### config.mk
export PLATFORM = sky130hd
export DESIGN_NAME = req_arbiter_flat
export DESIGN_NICKNAME = d
export VERILOG_FILES = /design/src/rtl/arb_pkg.sv /design/src/rtl/req_arbiter_if.sv /design/src/rtl/prio_enc8.sv /design/src/rtl/req_arbiter.sv /design/src/flat_wrapper.sv
export SDC_FILE = /design/constraint.sdc
export NUM_CORES = 1
export LEC_CHECK = 0
export ABC_AREA = 1
export CELL_PAD_IN_SITES_DETAIL_PLACEMENT = 1
export CELL_PAD_IN_SITES_GLOBAL_PLACEMENT = 1
export CORE_MARGIN = 8
export CORE_UTILIZATION = 35
export DETAILED_ROUTE_END_ITERATION = 6
export PLACE_DENSITY = 0.88
export SLEW_MARGIN = 20
export SYNTH_ARGS = -nofsm -noshare
export SYNTH_HDL_FRONTEND = slang
export SYNTH_HIERARCHICAL = 1
export SYNTH_SLANG_ARGS = --single-unit
### constraint.sdc
create_clock -name i_clk -period 3.22 [get_ports i_clk]
set_input_delay 0.483 -clock i_clk [delete_from_list [all_inputs] [get_ports i_clk]]
set_output_delay 0.483 -clock i_clk [all_outputs]
set_load 0.02 [all_outputs]
### src/rtl/arb_pkg.sv
// Shared types and helpers for the eight-way request arbiter.
// Holds the FSM state type, sizing constants and the seven-segment lookup.
package arb_pkg;

  localparam int unsigned N   = 8;
  localparam int unsigned IDW = 3;

  typedef enum logic [0:0] {StIdle, StGrant} state_t;

  // Active-low {g,f,e,d,c,b,a}; blank when no grant is held.
  function automatic logic [6:0] seg_of(input logic [IDW-1:0] id, input logic vld);
    logic [6:0] seg;
    if (!vld) begin
      seg = 7'b1111111;
    end else begin
      unique case (id)
        3'd0:    seg = 7'b1000000;
        3'd1:    seg = 7'b1111001;
        3'd2:    seg = 7'b0100100;
        3'd3:    seg = 7'b0110000;
        3'd4:    seg = 7'b0011001;
        3'd5:    seg = 7'b0010010;
        3'd6:    seg = 7'b0000010;
        default: seg = 7'b1111000;
      endcase
    end
    return seg;
  endfunction

endpackage

### src/rtl/req_arbiter_if.sv
// Request/grant bundle between the board inputs and the arbiter.
// The master drives requests and control; the slave returns the grant.
interface req_arbiter_if;

  logic                     en;
  logic                     mode;
  logic [arb_pkg::N-1:0]    req;
  logic [arb_pkg::N-1:0]    gnt;
  logic [arb_pkg::IDW-1:0]  gnt_id;
  logic                     gnt_vld;
  logic [6:0]               seg0;

  modport master (
    output en, mode, req,
    input  gnt, gnt_id, gnt_vld, seg0
  );

  modport slave (
    input  en, mode, req,
    output gnt, gnt_id, gnt_vld, seg0
  );

endinterface

### src/rtl/prio_enc8.sv
// Combinational 8-to-3 priority encoder; the highest set index wins.
// o_any flags that at least one input bit is set.
module prio_enc8 (
  input  logic [7:0] i_req,
  output logic [2:0] o_idx,
  output logic       o_any
);

  always_comb begin
    o_idx = 3'd0;
    o_any = 1'b0;
    for (int i = 0; i < 8; i++) begin
      if (i_req[i]) begin
        o_idx = i[2:0];
        o_any = 1'b1;
      end
    end
  end

endmodule

### src/rtl/req_arbiter.sv
// Eight-way fixed/round-robin arbiter with hold-until-release grants,
// a round-robin hold limit and a seven-segment readout of the owner.
module req_arbiter
  import arb_pkg::*;
#(
  parameter int unsigned MAX_HOLD = 15
) (
  input  logic         i_clk,
  input  logic         i_rst,
  req_arbiter_if.slave bus
);

  localparam logic [7:0] HoldLimit = 8'(MAX_HOLD);

  state_t           r_state;
  logic [N-1:0]     r_gnt;
  logic [IDW-1:0]   r_gnt_id;
  logic             r_gnt_vld;
  logic [IDW-1:0]   r_ptr;
  logic [7:0]       r_hold;

  logic [IDW-1:0]   w_ptr_eff;
  logic [IDW-1:0]   w_shift;
  logic [2*N-1:0]   w_dbl;
  logic [N-1:0]     w_rot;
  logic [IDW-1:0]   w_rot_idx;
  logic             w_any;
  logic [IDW-1:0]   w_win;
  logic             w_release;

  // Rotate so the pointer position lands on bit 7, the encoder's top priority.
  assign w_ptr_eff = bus.mode ? r_ptr : 3'd7;
  assign w_shift   = w_ptr_eff + 3'd1;
  assign w_dbl     = {bus.req, bus.req} >> w_shift;
  assign w_rot     = w_dbl[N-1:0];
  assign w_win     = w_rot_idx + w_shift;

  prio_enc8 u_enc (
    .i_req (w_rot),
    .o_idx (w_rot_idx),
    .o_any (w_any)
  );

  assign w_release = !bus.en || !bus.req[r_gnt_id] || (bus.mode && (r_hold == HoldLimit));

  always_ff @(posedge i_clk) begin
    if (i_rst) begin
      r_state   <= StIdle;
      r_gnt     <= '0;
      r_gnt_id  <= '0;
      r_gnt_vld <= 1'b0;
      r_ptr     <= 3'd7;
      r_hold    <= 8'd0;
    end else begin
      unique case (r_state)
        StIdle: begin
          if (bus.en && w_any) begin
            r_state   <= StGrant;
            r_gnt     <= 8'b1 << w_win;
            r_gnt_id  <= w_win;
            r_gnt_vld <= 1'b1;
            r_hold    <= 8'd1;
            r_ptr     <= w_win - 3'd1;
          end
        end
        default: begin
          if (w_release) begin
            r_state   <= StIdle;
            r_gnt     <= '0;
            r_gnt_id  <= '0;
            r_gnt_vld <= 1'b0;
            r_hold    <= 8'd0;
          end else if (r_hold != 8'hFF) begin
            r_hold    <= r_hold + 8'd1;
          end
        end
      endcase
    end
  end

  assign bus.gnt     = r_gnt;
  assign bus.gnt_id  = r_gnt_id;
  assign bus.gnt_vld = r_gnt_vld;
  assign bus.seg0    = seg_of(r_gnt_id, r_gnt_vld);

endmodule

### src/flat_wrapper.sv
// flat-port wrapper written by rule: the top's interface ports become plain ports
module req_arbiter_flat import arb_pkg::*;
#(
  parameter int unsigned MAX_HOLD = 15
)
  (i_clk, i_rst, bus_en, bus_mode, bus_req, bus_gnt, bus_gnt_id, bus_gnt_vld, bus_seg0);
  req_arbiter_if bus_i ();
  input  logic i_clk;
  input  logic i_rst;
  input wire logic [$bits(bus_i.en)-1:0] bus_en;
  input wire logic [$bits(bus_i.mode)-1:0] bus_mode;
  input wire logic [$bits(bus_i.req)-1:0] bus_req;
  output wire logic [$bits(bus_i.gnt)-1:0] bus_gnt;
  output wire logic [$bits(bus_i.gnt_id)-1:0] bus_gnt_id;
  output wire logic [$bits(bus_i.gnt_vld)-1:0] bus_gnt_vld;
  output wire logic [$bits(bus_i.seg0)-1:0] bus_seg0;
  assign bus_i.en = bus_en;
  assign bus_i.mode = bus_mode;
  assign bus_i.req = bus_req;
  assign bus_gnt = bus_i.gnt;
  assign bus_gnt_id = bus_i.gnt_id;
  assign bus_gnt_vld = bus_i.gnt_vld;
  assign bus_seg0 = bus_i.seg0;
  req_arbiter #(.MAX_HOLD(MAX_HOLD)) u_core (.i_clk(i_clk), .i_rst(i_rst), .bus(bus_i));
endmodule
### Yosys cells after proc, flatten, opt, wreduce, memory -nomap -nowiden

Cells that the tools add are included.

* latch bits: 0
* logic and storage cells: 71
* memories: 0
* bits in registers: 24
* bits in read-only memories: 0
* RAM bits: 0

* $add $sub $neg: 4
* divide/modulo/power cells: 0
* reductions and logical operators: 11
* $lt $le $gt $ge: 1
* shift operators: 2
* equality and inequality tests: 10
* mux-type cells: 36
* bitwise operators: 1
* multipliers: 0

Operator list (number)
* $mux 8: 7
* $pmux 7 s7: 1
* $mux 3: 10
* $mux 1: 16
* $shr 16x3->8: 1
* $eq 3x3->1 const B: 3
* $add 8x1->8 const B: 1
* $eq 8x4->1 const B: 1
* $ne 8x8->1 const B: 1
* $shl 1x3->8 const A: 1
* $mux 7: 1
* $eq 3x2->1 const B: 2
* $reduce_and 2->1: 3
* $lt 3x4->1 const B: 1
* $add 3x1->3 const B: 1
* $add 3x3->3: 1
* $bmux 1 s3: 1
* $eq 3x1->1 const B: 1
* $logic_not 3->1: 1
* $ne 3x3->1 const B: 1
* $sub 3x1->3 const B: 1
* $logic_and 1x1->1: 2
* $logic_not 1->1: 2
* $logic_or 1x1->1: 2
* 3 further kinds: 3

### Logic depth before layout (Yosys ltp)

* depth in word-level cells: 14
* mapped depth: 24
* depth with buffers taken out: 24

### Hierarchy

The synthesis kept the hierarchy.

By module, submodules not included
* req_arbiter: instances 1, sequential area each 480.5 µm², cells an instance 286, area each 1968.1 µm²
* prio_enc8: instances 1, sequential area each 0.0 µm², cells an instance 20, area each 77.6 µm²

### Least setup slack after synthesis

Ideal clock, no wire load.

* path type: in2reg
* from: in bus_mode
* to: reg u_core.r_gnt[6], in the netlist u_core/bus.gnt[6]
* data arrival time: 3.164 ns
* cell stages on the path: 21
* slack: -0.010 ns
* cell sequence: inv_2 > or2_2 > ha_1 > inv_2 > mux2i_1 > o21ai_0 > inv_1 > nand2_1 > nand2_1 > nand2_1 > nand2_1 > nand2_1 > nand2_1 > ha_1 > inv_1 > fa_1 > xnor2_1 > xnor2_2 > nor2_4 > nand3_1 > a21oi_2

* elaborated cells on any way between the ends: 28

RTL lines
* from (decl): RTL line flat_wrapper.sv:11 `input wire logic [$bits(bus_i.mode)-1:0] bus_mode;`
* $mux 3: RTL line req_arbiter.sv:32 `assign w_ptr_eff = bus.mode ? r_ptr : 3'd7;`
* $add 3x1->3: RTL line req_arbiter.sv:33 `assign w_shift = w_ptr_eff + 3'd1;`
* $shr 16x3->8: RTL line req_arbiter.sv:34 `assign w_dbl = {bus.req, bus.req} >> w_shift;`
* net u_core.w_dbl[2]: RTL line req_arbiter.sv:24 `logic [2*N-1:0] w_dbl;`
* $mux 3 (6 in a row): RTL line prio_enc8.sv:13 `if (i_req[i]) begin`
* net u_core.w_rot_idx[0]: RTL line req_arbiter.sv:26 `logic [IDW-1:0] w_rot_idx;`
* $add 3x3->3: RTL line req_arbiter.sv:36 `assign w_win = w_rot_idx + w_shift;`
* $shl 1x3->8: RTL line req_arbiter.sv:59 `r_gnt <= 8'b1 << w_win;`
* $mux 8: RTL line req_arbiter.sv:57 `if (bus.en && w_any) begin`
* $mux 8: RTL line req_arbiter.sv:55 `unique case (r_state)`
* to (signal assigned): RTL line req_arbiter.sv:59
* to (decl): RTL line req_arbiter.sv:16 `logic [N-1:0] r_gnt;`

The timed path passes the listed nets, and every way through them passes these cells. The select of a mux whose other input is x is not followed.
A chain may end at the register's enable or synchronous reset.

### Worst setup path after layout

* from: in bus_mode
* to: reg u_core.r_ptr[2]

* elaborated cells on any way between the ends: 22

RTL lines
* $mux 3: RTL line req_arbiter.sv:32
* $add 3x1->3: RTL line req_arbiter.sv:33
* $shr 16x3->8: RTL line req_arbiter.sv:34
* net u_core.w_dbl[2]: RTL line req_arbiter.sv:24
* $mux 3 (6 in a row): RTL line prio_enc8.sv:13
* net u_core.w_rot_idx[0]: RTL line req_arbiter.sv:26
* $add 3x3->3: RTL line req_arbiter.sv:36
* $sub 3x1->3: RTL line req_arbiter.sv:63 `r_ptr <= w_win - 3'd1;`
* to (signal assigned): RTL line req_arbiter.sv:63
* to (decl): RTL line req_arbiter.sv:19 `logic [IDW-1:0] r_ptr;`

The timed path passes the listed nets, and every way through them passes these cells.

==> out/qor.csv <==
stage,metric,value,unit
grt,first_global_vias,2208,
logic_synthesis,yosys.cell_types.count,37,
cells_and_area,multiInputGateArea,0.00138,sq mm
grt,globalRoute.totalOverflow,0,
sta,slew-limit-headroom,66.0,%
sta,setup_violations,1,
cts,cts-root-buf,clkbuf_8,
floorplan,total_die_area,0.00855,sq mm
logic_synthesis,syn_avg_cell_area,6.69,sq um
floorplan,die-width,92.5,um
logic_synthesis,post_synth_mux_area_share,0.979,%
sta,drv_slew,0,
critical_path,crit_path_start_kind,primary input,
sta,final_min_period_over_clock_period,100,%
sta,finClkSkew,5.25,ps
pwr,power.static_leakage,1.21,nW
pwr,power.internal,1.31,mW
cts,clock_tree.htree_level_count,1,
logic_synthesis,yosysWarnings,6,
cts,clock_transition_time_at_the_flip_flop_clock_pins_of_the_worst_setup_and_hold_paths,100,ps
cts,cts-buffers-inserted,3,
cells_and_area,syn_to_final_growth,35.7,%
logic_synthesis,syn_area,0.00205,sq mm
logic_synthesis,synth_edf_count,0,
run,drv_cap,0,
cells_and_area,most-common-layout-cells,"nand2_1, inv_1, buf_4, clkdlybuf4s50_1, nor2_1",
drt,totalWireLength,6360,um
floorplan,num_rows,28,
logic_synthesis,syn_nets,322,
pwr,power.net_switching,1.20,mW
floorplan,chipHeight,92.5,um
cts,clock_path_buffers,2,
critical_path,critical_path_class,in2reg,
critical_path,cp-end-kind,register,
sta,timing.fmax,0.309,GHz
floorplan,starting_density,35.4,%
logic_synthesis,synth_compound_gate_area_share,16.3,%
floorplan,io_pins,31,
drt,drtPass1Iterations,3,
grt,gr-usage-all-layers,14.4,%
sta,worst_slack,-13.8,ps
logic_synthesis,synthesis.instances,306,
cells_and_area,insertedDiodeCount,0,
sta,worst_hold_slack,487,ps
cells_and_area,n_fill_cell,768,
outcome,failed_checks,setup timing,
cells_and_area,post-route-util,48.0,%
placed_design,placement.io_buffers,30,
drt,routed_via_density,5.04,
sta,grt_setup_unrepaired,yes,
pwr,pwr-share-clk,10.9,%
grt,grt_pass1_wl,10300,um
pwr,p_comb_share,70.3,%
logic_synthesis,synth-async-reset-ratio,0,%
floorplan,floorplan.core_area,0.00578,sq mm
drt,route.antenna.remaining_nets,0,
logic_synthesis,synth.ff_latch_count,24,
cts,clkSinkCount,24,
critical_path,critical_path_peak_fanout,5,
logic_synthesis,synth_top_family_by_area,simple AND/OR/NAND/NOR gates,
cells_and_area,layout_commonest_cell,nand2_1,
logic_synthesis,post_synth_fa_ha_maj_area_fraction,2.81,%
logic_synthesis,yosysSeqAreaShare,23.5,%
sta,tightestPinTransition,509,ps
cts,insertion_delay,270,ps
pwr,pwr_density_cell,904,mW/mm^2
cells_and_area,num-nets-final,382,
cells_and_area,fraction_of_final_layout_cells_with_drive_strength_greater_than_1,29.0,%
pwr,max-vdd-ir-drop,687,uV
drt,drc_marker_count_from_the_first_detailed_route_iteration,91,
logic_synthesis,ys_dominant_reg_cell,dfxtp_1,
pwr,switching_share,47.9,%
pwr,p_seq_share,18.8,%
drt,route.detailed.drc,0,
drt,routedWlPerCell,14.4,um
logic_synthesis,synth_simple_gate_area_share,40.2,%
placed_design,gp_congestion,0.841,
hold_path,hold_path.class,reg2reg,
cts,tritoncts,yes,
drt,detailroute.via_count,2218,
placed_design,detailed_place_hpwl,4680,um
cells_and_area,ff_latch_area,482,sq um
grt,pin_count_of_the_biggest_net_entering_global_routing,18,
critical_path,critical_path_at,3430,ps
logic_synthesis,synth-xor-area-share,3.36,%
sta,finalHoldViolCount,0,
outcome,outcome,"finished, violations left",
sta,period_needed,3230,ps
critical_path,worst-endpoint-required,3420,ps
grt,grt_antenna_before_repair,0,
power groups by stage:
stage	sequential, mW	combinational, mW	clock, mW
finish	0.472	1.76	0.274
global route	0.488	1.91	0.290
CTS	0.473	1.56	0.277
detailed placement	0.479	1.45	0
floorplan	0.489	0.927	0
global placement	0.474	1.39	0
layout make-up:
class / instances / share of cell area, %
sequential: 24 / 17.4
multi-input combinational: 228 / 49.8
clock inverter: 1 / 1.08
timing repair buffer: 62 / 20.3
inverter: 46 / 6.31
timing repair inverter: 1 / 0.271
tap: 75 / 3.38
clock buffer: 3 / 1.49
per-layer routing:
| layer | global-route usage, % | vias up | wire length [um] |
|---|---|---|---|
| li1 | - | 1104 | - |
| met1 | 16.8 | 1076 | 2890 |
| met2 | 26.2 | 32 | 3190 |
| met3 | 2.83 | 6 | 198 |
| met4 | 3.62 | 0 | 80 |
| met5 | 0 | - | 0 |
worst max-delay path: stages:
cell        delay (ps)
buf_6               80
inv_2               40
or2_4              250
ha_4               310
clkinvlp_4         120
nand2_1             80
nand2_1             70
nand2_1             70
o21ai_1             70
inv_1               90
nand2_1             80
nand2_1             90
nand2_1             60
nand2_1             60
nand2_1             50
nand2_1             60
ha_2               170
inv_2               40
fa_2               350
xnor2_2            160
xnor2_2            140
buf_6              130
nor2_4             160
inv_2               70
o211ai_1           190
repair_timing:
| item | CTS | global route |
|---|---|---|
| resized for setup | 23 | 21 |
| hold buffers | 0 | 0 |
| gates cloned | 1 | 0 |
| endpoints found under the setup margin | 19 | 12 |
| pin swaps | 10 | 21 |
| buffers inserted | 4 | 4 |
worst paths after layout:
kind	cells past startpoint	slack, ps	startpoint	endpoint
max	25	-10	bus_mode	u_core/r_ptr[2]
min	2	490	u_core/bus.gnt[6]	u_core/bus.gnt[6]
max reg2reg	23	-10	u_core/r_ptr[1]	u_core/r_ptr[2]
min reg2reg	2	490	u_core/bus.gnt[6]	u_core/bus.gnt[6]
logic make-up (layout without fill, tap and decap cells):
group                      after synthesis  after routing
AOI/OAI and AO/OA                       53             53
xor gates and xnor gates                 7              7
buffers and inverters                   54            113
DFF                                     24             24
muxes                                    2              2
and+or+nand+nor                        162            162
adders and majority gates                4              4
state kept, by name (all words and copies together), names as in the netlist:
| register | flops |
|---|---|
| u_core/bus.gnt | 8 |
| u_core/bus.gnt_id | 3 |
| u_core/r_state | 1 |
| u_core/r_ptr | 3 |
| u_core/bus.gnt_vld | 1 |
| u_core/r_hold | 8 |
stage by stage:
| step | cell area, sq um | setup TNS, ps | cells | power (mW) | setup slack (ps) |
|---|---|---|---|---|---|
| after floorplan | 2050 | -6.17 | 306 | 1.42 | -6.17 |
| after global placement | 2560 | -10030 | 428 | 1.87 | -719 |
| after detailed placement | 2560 | -12460 | 428 | 1.92 | -886 |
| after CTS | 2710 | 0 | 437 | 2.31 | 4.06 |
| after global routing | 2780 | -791 | 440 | 2.69 | -184 |
| final | 2780 | -13.8 | 440 | 2.51 | -13.8 |
synth_stat cells (5+ instances only):
library cell | number | area [sq um]
nand2_1 | 79 | 297
inv_1 | 40 | 150
nor2_1 | 28 | 105
o21ai_0 | 25 | 125
dfxtp_1 | 24 | 480
nand3_1 | 17 | 85.1
a21oi_2 | 11 | 96.3
nand3_2 | 10 | 100
a21oi_1 | 8 | 40.0
nand2_2 | 7 | 43.8
nand4_1 | 6 | 37.5
inv_2 | 5 | 18.8
Note: power is estimated with default switching activity, not from simulation.
